<file path="src/rtl/traffic_pkg.sv">
// Shared definitions for the traffic-light controller: light encodings,
// sequencer state type and default timing constants.
package traffic_pkg;

    // One-hot lamp encodings driven by the sequencer.
    localparam logic [2:0] LIGHT_RED    = 3'b100;
    localparam logic [2:0] LIGHT_YELLOW = 3'b010;
    localparam logic [2:0] LIGHT_GREEN  = 3'b001;

    // Sequencer phases; lives here so the sequencer and its neighbours agree.
    typedef enum logic [1:0] {
        SEQ_MAIN_GREEN  = 2'd0,
        SEQ_MAIN_YELLOW = 2'd1,
        SEQ_SIDE_GREEN  = 2'd2,
        SEQ_SIDE_YELLOW = 2'd3
    } seq_state_e;

    // 20 ms at 50 MHz.
    localparam int unsigned DEF_DEBOUNCE_CYCLES = 1000000;
    // 60 s at 50 MHz; does not fit a signed int, hence the 32-bit vector.
    localparam logic [31:0] DEF_TIMEOUT_CYCLES  = 32'd3000000000;

endpackage

</file>
<file path="src/rtl/input_debouncer.sv">
// Two-flop synchroniser, debounce counter and rising-edge event pulse for
// one raw field input. The debounced level is accepted only after it has
// differed from the current state for DEBOUNCE_CYCLES consecutive clocks.
module input_debouncer
    import traffic_pkg::*;
#(
    parameter int unsigned DEBOUNCE_CYCLES = DEF_DEBOUNCE_CYCLES
) (
    input  logic clk,
    input  logic reset,
    input  logic raw_i,
    output logic evt_o
);

    localparam int DB_W = $clog2(DEBOUNCE_CYCLES);
    localparam logic [DB_W-1:0] CNT_MAX = DB_W'(DEBOUNCE_CYCLES - 1);

    logic            s1_q, s2_q;
    logic            db_q, db_d;
    logic            evt_q, evt_d;
    logic [DB_W-1:0] cnt_q, cnt_d;

    // Bring the asynchronous raw input into the clk domain.
    always_ff @(posedge clk or posedge reset) begin
        if (reset) begin
            s1_q <= 1'b0;
            s2_q <= 1'b0;
        end else begin
            s1_q <= raw_i;
            s2_q <= s1_q;
        end
    end

    // Count how long s2 has disagreed with the debounced state; accept on the last count.
    always_comb begin
        db_d  = db_q;
        cnt_d = '0;
        evt_d = 1'b0;
        if (s2_q != db_q) begin
            if (cnt_q == CNT_MAX) begin
                db_d  = s2_q;
                evt_d = s2_q;
            end else begin
                cnt_d = cnt_q + 1'b1;
            end
        end
    end

    // Debounce state registers; evt is a one-cycle pulse on the accepted 0->1 edge.
    always_ff @(posedge clk or posedge reset) begin
        if (reset) begin
            db_q  <= 1'b0;
            cnt_q <= '0;
            evt_q <= 1'b0;
        end else begin
            db_q  <= db_d;
            cnt_q <= cnt_d;
            evt_q <= evt_d;
        end
    end

    assign evt_o = evt_q;

endmodule

</file>
<file path="src/rtl/traffic_request_conditioner.sv">
// Conditions the pedestrian button and side-road sensor for the sequencer:
// debounced arrivals become latched requests held until acknowledged, and
// side-road arrivals are counted (saturating) since the last side ack.
// Optional build macro REQ_TIMEOUT_EN: pending requests expire after
// TIMEOUT_CYCLES clocks and report a one-cycle req_timeout pulse.
module traffic_request_conditioner
    import traffic_pkg::*;
#(
    parameter int unsigned DEBOUNCE_CYCLES = DEF_DEBOUNCE_CYCLES,
    parameter int          CNT_W           = 4,
    parameter logic [31:0] TIMEOUT_CYCLES  = DEF_TIMEOUT_CYCLES
) (
    input  logic             clk,
    input  logic             reset,
    input  logic             ped_raw,
    input  logic             side_raw,
    input  logic             ack_ped,
    input  logic             ack_side,
    output logic             req_ped,
    output logic             req_side,
    output logic [CNT_W-1:0] side_count,
    output logic             req_timeout
);

    logic             ped_evt, side_evt;
    logic             req_ped_q, req_ped_d;
    logic             req_side_q, req_side_d;
    logic [CNT_W-1:0] side_count_q, side_count_d;
    logic             timeout_q, timeout_d;
    logic             ped_exp, side_exp;

    input_debouncer #(.DEBOUNCE_CYCLES(DEBOUNCE_CYCLES)) u_ped_db (
        .clk   (clk),
        .reset (reset),
        .raw_i (ped_raw),
        .evt_o (ped_evt)
    );

    input_debouncer #(.DEBOUNCE_CYCLES(DEBOUNCE_CYCLES)) u_side_db (
        .clk   (clk),
        .reset (reset),
        .raw_i (side_raw),
        .evt_o (side_evt)
    );

`ifdef REQ_TIMEOUT_EN
    logic [31:0] ped_age_q, ped_age_d;
    logic [31:0] side_age_q, side_age_d;

    // A fresh arrival on the expiry edge restarts the request rather than expiring it.
    assign ped_exp  = req_ped_q  && (ped_age_q  == TIMEOUT_CYCLES - 32'd1) && !ped_evt;
    assign side_exp = req_side_q && (side_age_q == TIMEOUT_CYCLES - 32'd1) && !side_evt;

    // Age counters restart on any arrival or request rise and run while a request is pending.
    always_comb begin
        ped_age_d  = '0;
        side_age_d = '0;
        if (!(ped_evt || (req_ped_d && !req_ped_q)) && req_ped_q)
            ped_age_d = ped_age_q + 32'd1;
        if (!(side_evt || (req_side_d && !req_side_q)) && req_side_q)
            side_age_d = side_age_q + 32'd1;
    end

    // Age counter registers.
    always_ff @(posedge clk or posedge reset) begin
        if (reset) begin
            ped_age_q  <= '0;
            side_age_q <= '0;
        end else begin
            ped_age_q  <= ped_age_d;
            side_age_q <= side_age_d;
        end
    end
`else
    // Without the timeout option requests never expire.
    logic unused_timeout_cfg;
    assign unused_timeout_cfg = ^TIMEOUT_CYCLES;
    assign ped_exp  = 1'b0;
    assign side_exp = 1'b0;
`endif

    // Request latches, arrival counter and timeout pulse; a new arrival beats a same-edge ack.
    always_comb begin
        req_ped_d = req_ped_q;
        if (ack_ped || ped_exp) req_ped_d = 1'b0;
        if (ped_evt)            req_ped_d = 1'b1;

        req_side_d = req_side_q;
        if (ack_side || side_exp) req_side_d = 1'b0;
        if (side_evt)             req_side_d = 1'b1;

        side_count_d = side_count_q;
        if (ack_side) begin
            side_count_d = side_evt ? CNT_W'(1) : '0;
        end else if (side_exp) begin
            side_count_d = '0;
        end else if (side_evt && (side_count_q != {CNT_W{1'b1}})) begin
            side_count_d = side_count_q + 1'b1;
        end

        // An ack on the expiry edge counts as service, not as a timeout.
        timeout_d = (ped_exp && !ack_ped) || (side_exp && !ack_side);
    end

    // Output state registers.
    always_ff @(posedge clk or posedge reset) begin
        if (reset) begin
            req_ped_q    <= 1'b0;
            req_side_q   <= 1'b0;
            side_count_q <= '0;
            timeout_q    <= 1'b0;
        end else begin
            req_ped_q    <= req_ped_d;
            req_side_q   <= req_side_d;
            side_count_q <= side_count_d;
            timeout_q    <= timeout_d;
        end
    end

    assign req_ped     = req_ped_q;
    assign req_side    = req_side_q;
    assign side_count  = side_count_q;
    assign req_timeout = timeout_q;

endmodule

</file>
<file path="config.mk">
export PLATFORM = sky130hd
export DESIGN_NAME = traffic_request_conditioner
export DESIGN_NICKNAME = d
export VERILOG_FILES = /design/src/rtl/traffic_pkg.sv /design/src/rtl/input_debouncer.sv /design/src/rtl/traffic_request_conditioner.sv
export SDC_FILE = /design/constraint.sdc
export NUM_CORES = 1
export LEC_CHECK = 0
export BUFFER_PORTS_ARGS = -buffer_cell sky130_fd_sc_hd__clkbuf_2
export CORE_MARGIN = 5
export CORE_UTILIZATION = 55
export CTS_CLUSTER_SIZE = 14
export DETAILED_ROUTE_END_ITERATION = 6
export GPL_ROUTABILITY_DRIVEN = 0
export GPL_TIMING_DRIVEN = 0
export PLACE_DENSITY = 0.74
export SYNTH_ARGS = -nofsm -noshare
export SYNTH_HDL_FRONTEND = slang
export SYNTH_SLANG_ARGS = --single-unit
</file>
<file path="constraint.sdc">
create_clock -name clk -period 2.8 [get_ports clk]
set_input_delay 0.28 -clock clk [delete_from_list [all_inputs] [get_ports clk]]
set_output_delay 0.28 -clock clk [all_outputs]
set_load 0.01 [all_outputs]
</file>
==> metrics.md <==
| Metric | Value |
|---|---|
| CTS tree | `yes` |
| Antenna violations before repair | `0` |
| Final Cycle Share | `between 70 and 80%` |
| H-Tree Level Count | `2` |
| HPWL Detailed | `2910 um` |
| DRC | `0` |
| Final total power | `1.31 mW` |
| Starting Density | `around 57%` |
| VDD IR-drop max | `roughly 0.00025 V` |
| 1st-pass router iterations | `4` |
| Crit path capture type | `flip-flop` |
| Mean routed wirelength per cell | `between 10 and 15 um` |
| Largest net degree at the start of global routing | `41` |
| # rows | `24` |
| CP required | `3020 ps` |
| Yosys reg bits | `54` |
| Sink Count | `54` |
| Core Area | `around 4400 um2` |
| Most frequent cells in the layout | `dfrtp_1 (54), nor2_1 (45), xnor2_1 (27)` |
| Leak Pwr | `about 1.2 nW` |
| Post-Route Setup TNS | `0 ps` |
| # port buffers | `11` |
| Grt ovf | `0` |
| Crit. path cell count | `5` |
| Starting DRT DRC Count | `83` |
| Critical-path top delay cell | `or4_4` |
| Syn Area/Cell | `between 10 and 15 um2` |
| Most common cell after layout, fill and taps aside | `dfrtp_1` |
| Synth-to-layout area growth | `9.74%` |
| Final ANT Viol Nets | `0` |
| Critical path class | `reg -> reg` |
| RSZ-0062 raised after global routing | `no` |
| Max Transition Viols Final | `0` |
| Endpoints failing setup | `0` |
| Max-cap viol count | `0` |
| Result of the run | `completed` |
| Post-CTS setup buffer count | `0` |
| Global-route wire length before repair | `between 7000 and 8000 um` |
| Buffer and inverter count on the worst path | `0` |
| Die H | `around 80 um` |
| CTS Buf Count | `5` |
| Net count, final | `approximately 280` |
| Critical Path, Cell by Cell | `ha_1 -> nand3_1 -> or4_4 -> nor2_2 -> mux2_2` |
| Measured slew at the worst slew-check pin | `between 600 and 700 ps` |
| Min cycle time layout | `approximately 2200 ps` |
| Syn Nets | `258` |
| R2r worst-path depth | `5` |
| Clock Tree Buf Depth | `2` |
| Worst path top cell family by delay | `simple AND/OR/NAND/NOR gates` |
| CTS root buffer | `clkbuf_8` |
| Synth warn | `0` |
| Hold Crit Class | `in -> reg` |
| I/O Pins | `13` |
| Fill cell count | `between 300 and 400` |
| Critical path's largest stage delay | `about 650 ps` |
| Max frequency | `~450 MHz` |
| Total GRT Usage | `approximately 15%` |
| Max_slew headroom | `between 50% and 60%` |
| Vias in the first global route | `between 1.5k and 2k` |
| Worst-skew pair later-pin latency | `approximately 320 ps` |
| Post-Synthesis Cell Area | `between 2000 and 3000 um2` |
| Via density per instance | `5.48` |
| Pwr/cell area | `around 470 nW/um2` |
| Detailed-route via count | `roughly 1.8k` |
| Die area | `between 6000 and 7000 um2` |
| Post-synthesis sequential area ratio | `roughly 54%` |
| Final wirelength | `between 4000 and 5000 um` |
| Critical Path Source Type | `flip-flop` |
| Ant. Diodes | `0` |
| Die width | `77.7 um` |
| Hold Fails Final Rpt | `0` |
| Worst path arrival time | `~2400 ps` |
| Distinct cells, synth | `33` |
| Cells after Synth | `between 200 and 250` |
| Clock Skew | `between 10 and 15 ps` |
| Clk slew on worst S/H paths | `between 100 and 150 ps` |
| Worst Path Max Fanout | `8` |
| Hold Path Stages | `1` |
| Share of cells above drive strength 1 | `roughly 11%` |
## stage by stage
step / std cells / worst slack (ps) / hold slack [ps] / instance area (um2) / utilization, %
floorplan: 249 / 749 / 311 / 2520 / -
global placement: 312 / 600 / 333 / 2640 / 60.2
finish: 322 / 600 / 63.3 / 2760 / 63.0
detailed placement: 313 / 588 / 242 / 2660 / 60.6
global route: 322 / 375 / 32.2 / 2760 / 63.0
CTS: 322 / 581 / 48.5 / 2760 / 63.0
## cell usage after synthesis
master | number | share of area [%]
mux2_2 | 2 | 0.89
mux2i_1 | 4 | 1.6
ha_1 | 3 | 1.5
o21ai_1 | 1 | 0.20
or4_4 | 1 | 0.45
or4b_1 | 1 | 0.40
and2_1 | 1 | 0.25
dfrtp_1 | 54 | 54
o21ai_4 | 1 | 0.65
nand2_1 | 13 | 1.9
nand3_1 | 16 | 3.2
clkbuf_1 | 1 | 0.15
conb_1 | 1 | 0.15
and3_1 | 4 | 0.99
buf_4 | 1 | 0.30
buf_6 | 1 | 0.45
a21oi_1 | 3 | 0.60
or4_1 | 1 | 0.30
nor4_1 | 11 | 2.7
a21o_1 | 2 | 0.60
nand4b_1 | 1 | 0.35
and3b_1 | 2 | 0.70
inv_1 | 13 | 1.9
nor2_1 | 45 | 6.7
nor2_2 | 1 | 0.25
nor4bb_1 | 1 | 0.40
nand4_1 | 11 | 2.7
o211ai_1 | 1 | 0.30
o21ai_0 | 4 | 0.79
xnor2_1 | 27 | 9.4
xor2_1 | 7 | 2.4
a31o_2 | 2 | 0.70
nor3_1 | 12 | 2.4
## sequential cells by signal (all words and copies together) (netlist names)
name and flops:
side_count 4, u_side_db.cnt_q 20, req_side 1, u_side_db.evt_o 1
u_side_db.s2_q 1, req_ped 1, u_ped_db.cnt_q 20, u_ped_db.s1_q 1
u_ped_db.evt_o 1, u_ped_db.s2_q 1, u_ped_db.db_q 1, u_side_db.s1_q 1
u_side_db.db_q 1
## power by group
group	switching, mW	internal (mW)	total, mW
sequential	0.00881	0.789	0.798
combinational	0.0335	0.0172	0.0507
clock	0.273	0.184	0.457
total	0.315	0.991	1.31
## final timing paths
path,slack [ps],start,endpoint
min in group asynchronous,450,reset,u_ped_db.db_q
min reg2reg,350,u_side_db.s1_q,u_side_db.s2_q
max reg2reg,600,u_side_db.cnt_q[0],u_side_db.db_q
min,60,ped_raw,u_ped_db.s1_q
max in group asynchronous,1830,reset,u_ped_db.cnt_q[2]
max,600,u_side_db.cnt_q[0],u_side_db.db_q
## logic make-up after synthesis
logic type	count (synthesis)	share of synthesized area [%]
other	1	0.149
XOR/XNOR	34	11.8
flip-flops	54	53.7
buffers and inverters	16	2.83
AND/OR/NAND/NOR	121	23.7
AO/OA/AOI/OAI	14	3.83
multiplexers	6	2.48
adder cells (fa/ha/maj)	3	1.49
## final cells by class
| type | count | area [um2] | area share (%) |
|---|---|---|---|
| Clock inverter | 3 | 26.3 | 0.951 |
| Inverter | 13 | 48.8 | 1.77 |
| Clock buffer | 5 | 68.8 | 2.49 |
| Timing Repair Buffer | 13 | 85.1 | 3.08 |
| Multi-Input combinational cell | 179 | 1100 | 39.7 |
| Sequential cell | 54 | 1350 | 48.9 |
| Tap cell | 52 | 65.1 | 2.35 |
| Buffer | 3 | 22.5 | 0.815 |
## repair_timing
item,in CTS,in global routing
hold endpoints to repair,14,0
hold buffers,1,0
gates resized for setup,0,0
## layer usage
metal	track usage, %	wire length, um
met2	25.0	2020
met4	4.64	59
met3	3.82	102
met1	20.1	2050
met5	0	0
Note: power is estimated with default switching activity, not from simulation.
